<file path="config.mk">
export PLATFORM = sky130hd
export DESIGN_NAME = ahb_master_bridge
export DESIGN_NICKNAME = d
export VERILOG_FILES = /design/src/rtl/ahb_master_bridge.sv
export SDC_FILE = /design/constraint.sdc
export NUM_CORES = 1
export LEC_CHECK = 0
export ABC_AREA = 1
export ABC_CLOCK_PERIOD_IN_PS = 2000
export CAP_MARGIN = 30
export CORE_AREA = 2 2 94 164
export DETAILED_ROUTE_END_ITERATION = 8
export DIE_AREA = 0 0 96 166
export PLACE_DENSITY_LB_ADDON = 0.3
export REMOVE_ABC_BUFFERS = 1
export SYNTH_ARGS = -nofsm -noshare
export SYNTH_HDL_FRONTEND = slang
export SYNTH_SLANG_ARGS = --single-unit
</file>
<file path="constraint.sdc">
create_clock -name hclk -period 2 [get_ports hclk]
set_input_delay 0.4 -clock hclk [delete_from_list [all_inputs] [get_ports hclk]]
set_output_delay 0.4 -clock hclk [all_outputs]
set_load 0.01 [all_outputs]
</file>
<file path="src/rtl/ahb_master_bridge.sv">
// CPU-request to AHB-Lite single-transfer master bridge.
// One transfer in flight at a time; completions return as a one-cycle rsp_valid pulse.
module ahb_master_bridge #(
  parameter bit ALIGN_CHECK = 1'b1
) (
  input  logic        hclk,
  input  logic        hreset_n,
  input  logic        req_valid,
  output logic        req_ready,
  input  logic        req_write,
  input  logic [1:0]  req_size,
  input  logic [31:0] req_addr,
  input  logic [31:0] req_wdata,
  output logic        rsp_valid,
  output logic [31:0] rsp_rdata,
  output logic        rsp_err,
  output logic [1:0]  htrans,
  output logic        hwrite,
  output logic [2:0]  hsize,
  output logic [31:0] haddr,
  output logic [2:0]  hburst,
  output logic [3:0]  hprot,
  output logic [31:0] hwdata,
  input  logic [31:0] hrdata,
  input  logic        hready,
  input  logic [1:0]  hresp
);

  typedef enum logic [1:0] {
    S_IDLE = 2'd0,
    S_ADDR = 2'd1,
    S_DATA = 2'd2
  } state_e;

  localparam logic [1:0] HTRANS_IDLE   = 2'b00;
  localparam logic [1:0] HTRANS_NONSEQ = 2'b10;

  state_e      state_q, state_d;
  logic [31:0] haddr_q, haddr_d;
  logic        hwrite_q, hwrite_d;
  logic [1:0]  size_q, size_d;
  logic [31:0] wdata_q, wdata_d;
  logic [31:0] hwdata_q, hwdata_d;
  logic [31:0] rdata_q, rdata_d;
  logic        rsp_valid_q, rsp_valid_d;
  logic        rsp_err_q, rsp_err_d;

  function automatic logic is_illegal(input logic [1:0] size, input logic [1:0] addr_lsb);
    logic bad;
    bad = (size == 2'd3);
    if (ALIGN_CHECK) begin
      if (size == 2'd1 && addr_lsb[0])
        bad = 1'b1;
      if (size == 2'd2 && addr_lsb != 2'b00)
        bad = 1'b1;
    end
    return bad;
  endfunction

  // Narrow writes are replicated across all byte lanes so the slave can pick any lane.
  function automatic logic [31:0] replicate(input logic [1:0] size, input logic [31:0] d);
    logic [31:0] r;
    case (size)
      2'd0:    r = {4{d[7:0]}};
      2'd1:    r = {2{d[15:0]}};
      default: r = d;
    endcase
    return r;
  endfunction

  always_comb begin
    state_d     = state_q;
    haddr_d     = haddr_q;
    hwrite_d    = hwrite_q;
    size_d      = size_q;
    wdata_d     = wdata_q;
    hwdata_d    = hwdata_q;
    rdata_d     = rdata_q;
    rsp_valid_d = 1'b0;
    rsp_err_d   = 1'b0;
    case (state_q)
      S_IDLE: begin
        if (req_valid) begin
          if (is_illegal(req_size, req_addr[1:0])) begin
            rsp_valid_d = 1'b1;
            rsp_err_d   = 1'b1;
          end else begin
            haddr_d  = req_addr;
            hwrite_d = req_write;
            size_d   = req_size;
            wdata_d  = req_wdata;
            state_d  = S_ADDR;
          end
        end
      end
      S_ADDR: begin
        if (hready) begin
          hwdata_d = replicate(size_q, wdata_q);
          state_d  = S_DATA;
        end
      end
      S_DATA: begin
        // hresp only counts on the completing cycle; RETRY/SPLIT are reported as errors.
        if (hready) begin
          rdata_d     = hrdata;
          rsp_valid_d = 1'b1;
          rsp_err_d   = (hresp != 2'b00);
          state_d     = S_IDLE;
        end
      end
      default: state_d = S_IDLE;
    endcase
  end

  always_ff @(posedge hclk or negedge hreset_n) begin
    if (!hreset_n) begin
      state_q     <= S_IDLE;
      haddr_q     <= '0;
      hwrite_q    <= 1'b0;
      size_q      <= '0;
      wdata_q     <= '0;
      hwdata_q    <= '0;
      rdata_q     <= '0;
      rsp_valid_q <= 1'b0;
      rsp_err_q   <= 1'b0;
    end else begin
      state_q     <= state_d;
      haddr_q     <= haddr_d;
      hwrite_q    <= hwrite_d;
      size_q      <= size_d;
      wdata_q     <= wdata_d;
      hwdata_q    <= hwdata_d;
      rdata_q     <= rdata_d;
      rsp_valid_q <= rsp_valid_d;
      rsp_err_q   <= rsp_err_d;
    end
  end

  assign req_ready = (state_q == S_IDLE);
  assign htrans    = (state_q == S_ADDR) ? HTRANS_NONSEQ : HTRANS_IDLE;
  assign haddr     = haddr_q;
  assign hwrite    = hwrite_q;
  assign hsize     = {1'b0, size_q};
  assign hburst    = 3'b000;
  assign hprot     = 4'b0011;
  assign hwdata    = hwdata_q;
  assign rsp_valid = rsp_valid_q;
  assign rsp_err   = rsp_err_q;
  assign rsp_rdata = rdata_q;

endmodule

</file>
==> results.cfg <==
[status]
outcome = finished, final reports clean

[floorplanning]
die_h_um = 166
rows = 59
dieArea_um2 = 15900
start_util_pct = 38.9
core_area_um2 = 14700
die_x_um = 96
top_level_ports = 217

[synthesis]
syn-cell-area_um2 = 5710
yosysSeqAreaShare_pct = 59.1
synth_edf_count = 0
yosysMostFrequentCell = nand2_1
synth_top_cells_by_area = dfrtp_1 (59%), nand2_1 (19%), nand3_1 (7.4%)
synthTopCellsByCount = nand2_1 (283), dfrtp_1 (135), nand3_1 (85)
syn_inst = 662
synth_top_area_share_pct = 59.1
synthArstFlopShare_pct = 100
syn_area_per_cell_um2 = 8.63
ys_seq_elements = 135
synth_top_area_cell = dfrtp_1
synthDistinctLibCells = 21
yosysWarnings = 0
synth_top_flop_cell = dfrtp_1

[timing]
worst_pin_slew_ns = 0.589
rsz0062_at_grt = false
fin_crit_sh_pct = 96.7
min_period_ns = 1.93
hold_violations = 0
drv_slew = 0
fin_setup_tns_ns = 0
slew_headroom_pct = 60.7
setup_viol = 0
fmax_ghz = 0.517
fin_skew_ns = 0.00778
finalWorstSetupSlack_ns = 0.0663

[clock_network]
cts-htree-levels = 4
clkLatencyLatePin_ns = 0.41
cts_tree = built
clk_pin_slew_ns = 0.06
clock_tree.buffer_depth = 2
numCtsBuffers = 17
clock-sinks = 135
cts-root-buf = clkbuf_16
cts_setup_buffers = 0

[layout]
drive_gt1_share_pct = 7.19
area_delta_synth_final_pct = 49.1
nets = 968
final_cell_count_no_fill = 1060
postLayoutCellArea_um2 = 8520

[placement]
place_area_um2 = 7950
pre_cts_ws_ns = 0.211
io_buffers = 207
post-dp-hpwl_um = 10900
dp.cells = 1026
gp_congestion = 0.804

[detailed_routing]
num_vias = 4926
drt_iter0_markers = 176
drtPass1Iterations = 6
detail-route-antenna-nets = 0
routedWlPerCell_um = 14.5
via_per_inst = 4.65
routed_wl_um = 15300
drc_errors = 0

[global_routing]
grt_max_degree = 67
grt.overflow.total = 0
grt_first_pass_wirelength_um = 25100
antenna_found_initial = 1
grt_pass1_vias = 5086
grt_util_all_layers_pct = 20.3

[pwr]
p_sw_mw = 3.95
power_frac_clock_pct = 25.0
netSwitchingFraction_pct = 33.1
ir_worst_vdd_uv = 778
power_frac_seq_pct = 38.1
p_comb_share_pct = 37.0
p_int_mw = 7.98
power_density_nw_per_um2 = 1400
power_mw = 11.9
power.leakage_nw = 4.26

[setup_path]
cp_cell_sequence = nor2_4 -> clkdlybuf4s50_1
worstPathMaxFanout = 4
cp-start-kind = register
arrival_ns = 1.53
worstPathRequired_ns = 1.60
path_class = reg2out
crit_path_max_incr_delay_ns = 0.55
end_kind = primary output
critical-path-slowest-cell = clkdlybuf4s50_1

[run]
maxCapViolCount = 0

[worst_hold_path]
hold_class = reg2reg
## stage by stage
step                      hold WS (ns)  utilization (%)
after detailed placement         0.385             54.1
after global routing             0.493             58.0
after floorplan                  0.104                -
final                            0.466             58.0
after global placement           0.384             54.1
after CTS                        0.473             58.0
## worst max-delay path: cells and delay by family (launching register included)
kind / cells / cell delay [ns]
buffers and inverters: 1 / 0.55
DFF: 1 / 0.44
and+or+nand+nor: 1 / 0.14
## path summary, 6_finish.rpt
path | startpoint | endpoint | slack, ns | cells after the start
worst max register to register | state_q[1]$_DFFE_PN0P_ | wdata_q[12]$_DFFE_PN0P_ | 0.59 | 7
worst min register to register | hwdata[1]$_DFFE_PN0P_ | hwdata[1]$_DFFE_PN0P_ | 0.47 | 2
min in group asynchronous | hreset_n | haddr[25]$_DFFE_PN0P_ | 0.50 | 2
worst min-delay path | hwdata[1]$_DFFE_PN0P_ | hwdata[1]$_DFFE_PN0P_ | 0.47 | 2
max in group asynchronous | hreset_n | state_q[1]$_DFFE_PN0P_ | 0.87 | 3
worst max-delay path | state_q[1]$_DFFE_PN0P_ | req_ready | 0.07 | 2
## flip-flops by register name, indices dropped and copies added, names as in the netlist
register / count
wdata_q: 32
haddr: 32
hwrite: 1
state_q: 2
size_q: 2
rsp_valid: 1
rsp_err: 1
rsp_rdata: 32
hwdata: 32
## kinds of logic after synthesis
group / Yosys count / share of synthesized area, %
and+or+nand+nor: 384 / 27.8
DFF: 135 / 59.1
buffers and inverters: 90 / 8.12
AOI/OAI and AO/OA: 51 / 4.84
other: 2 / 0.131
## placed cells by master (no fill, tap or decap), drive strengths merged
cell type,netlist,final
o22ai,1,1
bufinv,0,1
nand2,286,286
nand3,85,85
conb,2,9
nor2,5,5
diode,0,1
clkdlybuf4s50,0,205
buf,40,17
dfrtp,135,135
dlygate4sd2,0,1
clkbuf,9,18
clkinvlp,0,3
o21ai,42,42
clkinv,0,6
dlygate4sd3,0,1
o211ai,8,8
inv,41,45
or2,8,8
## power by group through the flow
stage | Clock (mW) | Combinational, mW | Sequential, mW
after floorplan | 0 | 1.35 | 4.94
after global placement | 0 | 4.40 | 4.54
after detailed placement | 0 | 4.47 | 4.56
after CTS | 3.04 | 4.48 | 4.54
after global routing | 3.16 | 4.89 | 4.68
final | 2.98 | 4.41 | 4.54
## what timing repair did
| action | in CTS | in global routing |
|---|---|---|
| setup endpoints to repair | 1 | 0 |
| hold endpoints to repair | 47 | 0 |
| hold buffers | 1 | 0 |
| resized for setup | 2 | 0 |
## layer usage
metal / global-route usage (%) / routed length (um)
met1: 22.0 / 5650
met2: 36.4 / 8410
met3: 5.04 / 863
met4: 8.57 / 396
met5: 0 / 0
## layout make-up
class                           instances  area, um^2
Sequential cell                       135        3380
Multi-Input combinational cell        444        1900
Clock inverter                         14         125
Clock buffer                           18         439
Fill cell                            1300        6170
Inverter                               41         154
Antenna cell                            1        2.50
Tap cell                              183         229
Timing Repair Buffer                  224        2290
(Power assumes the default switching activity.)
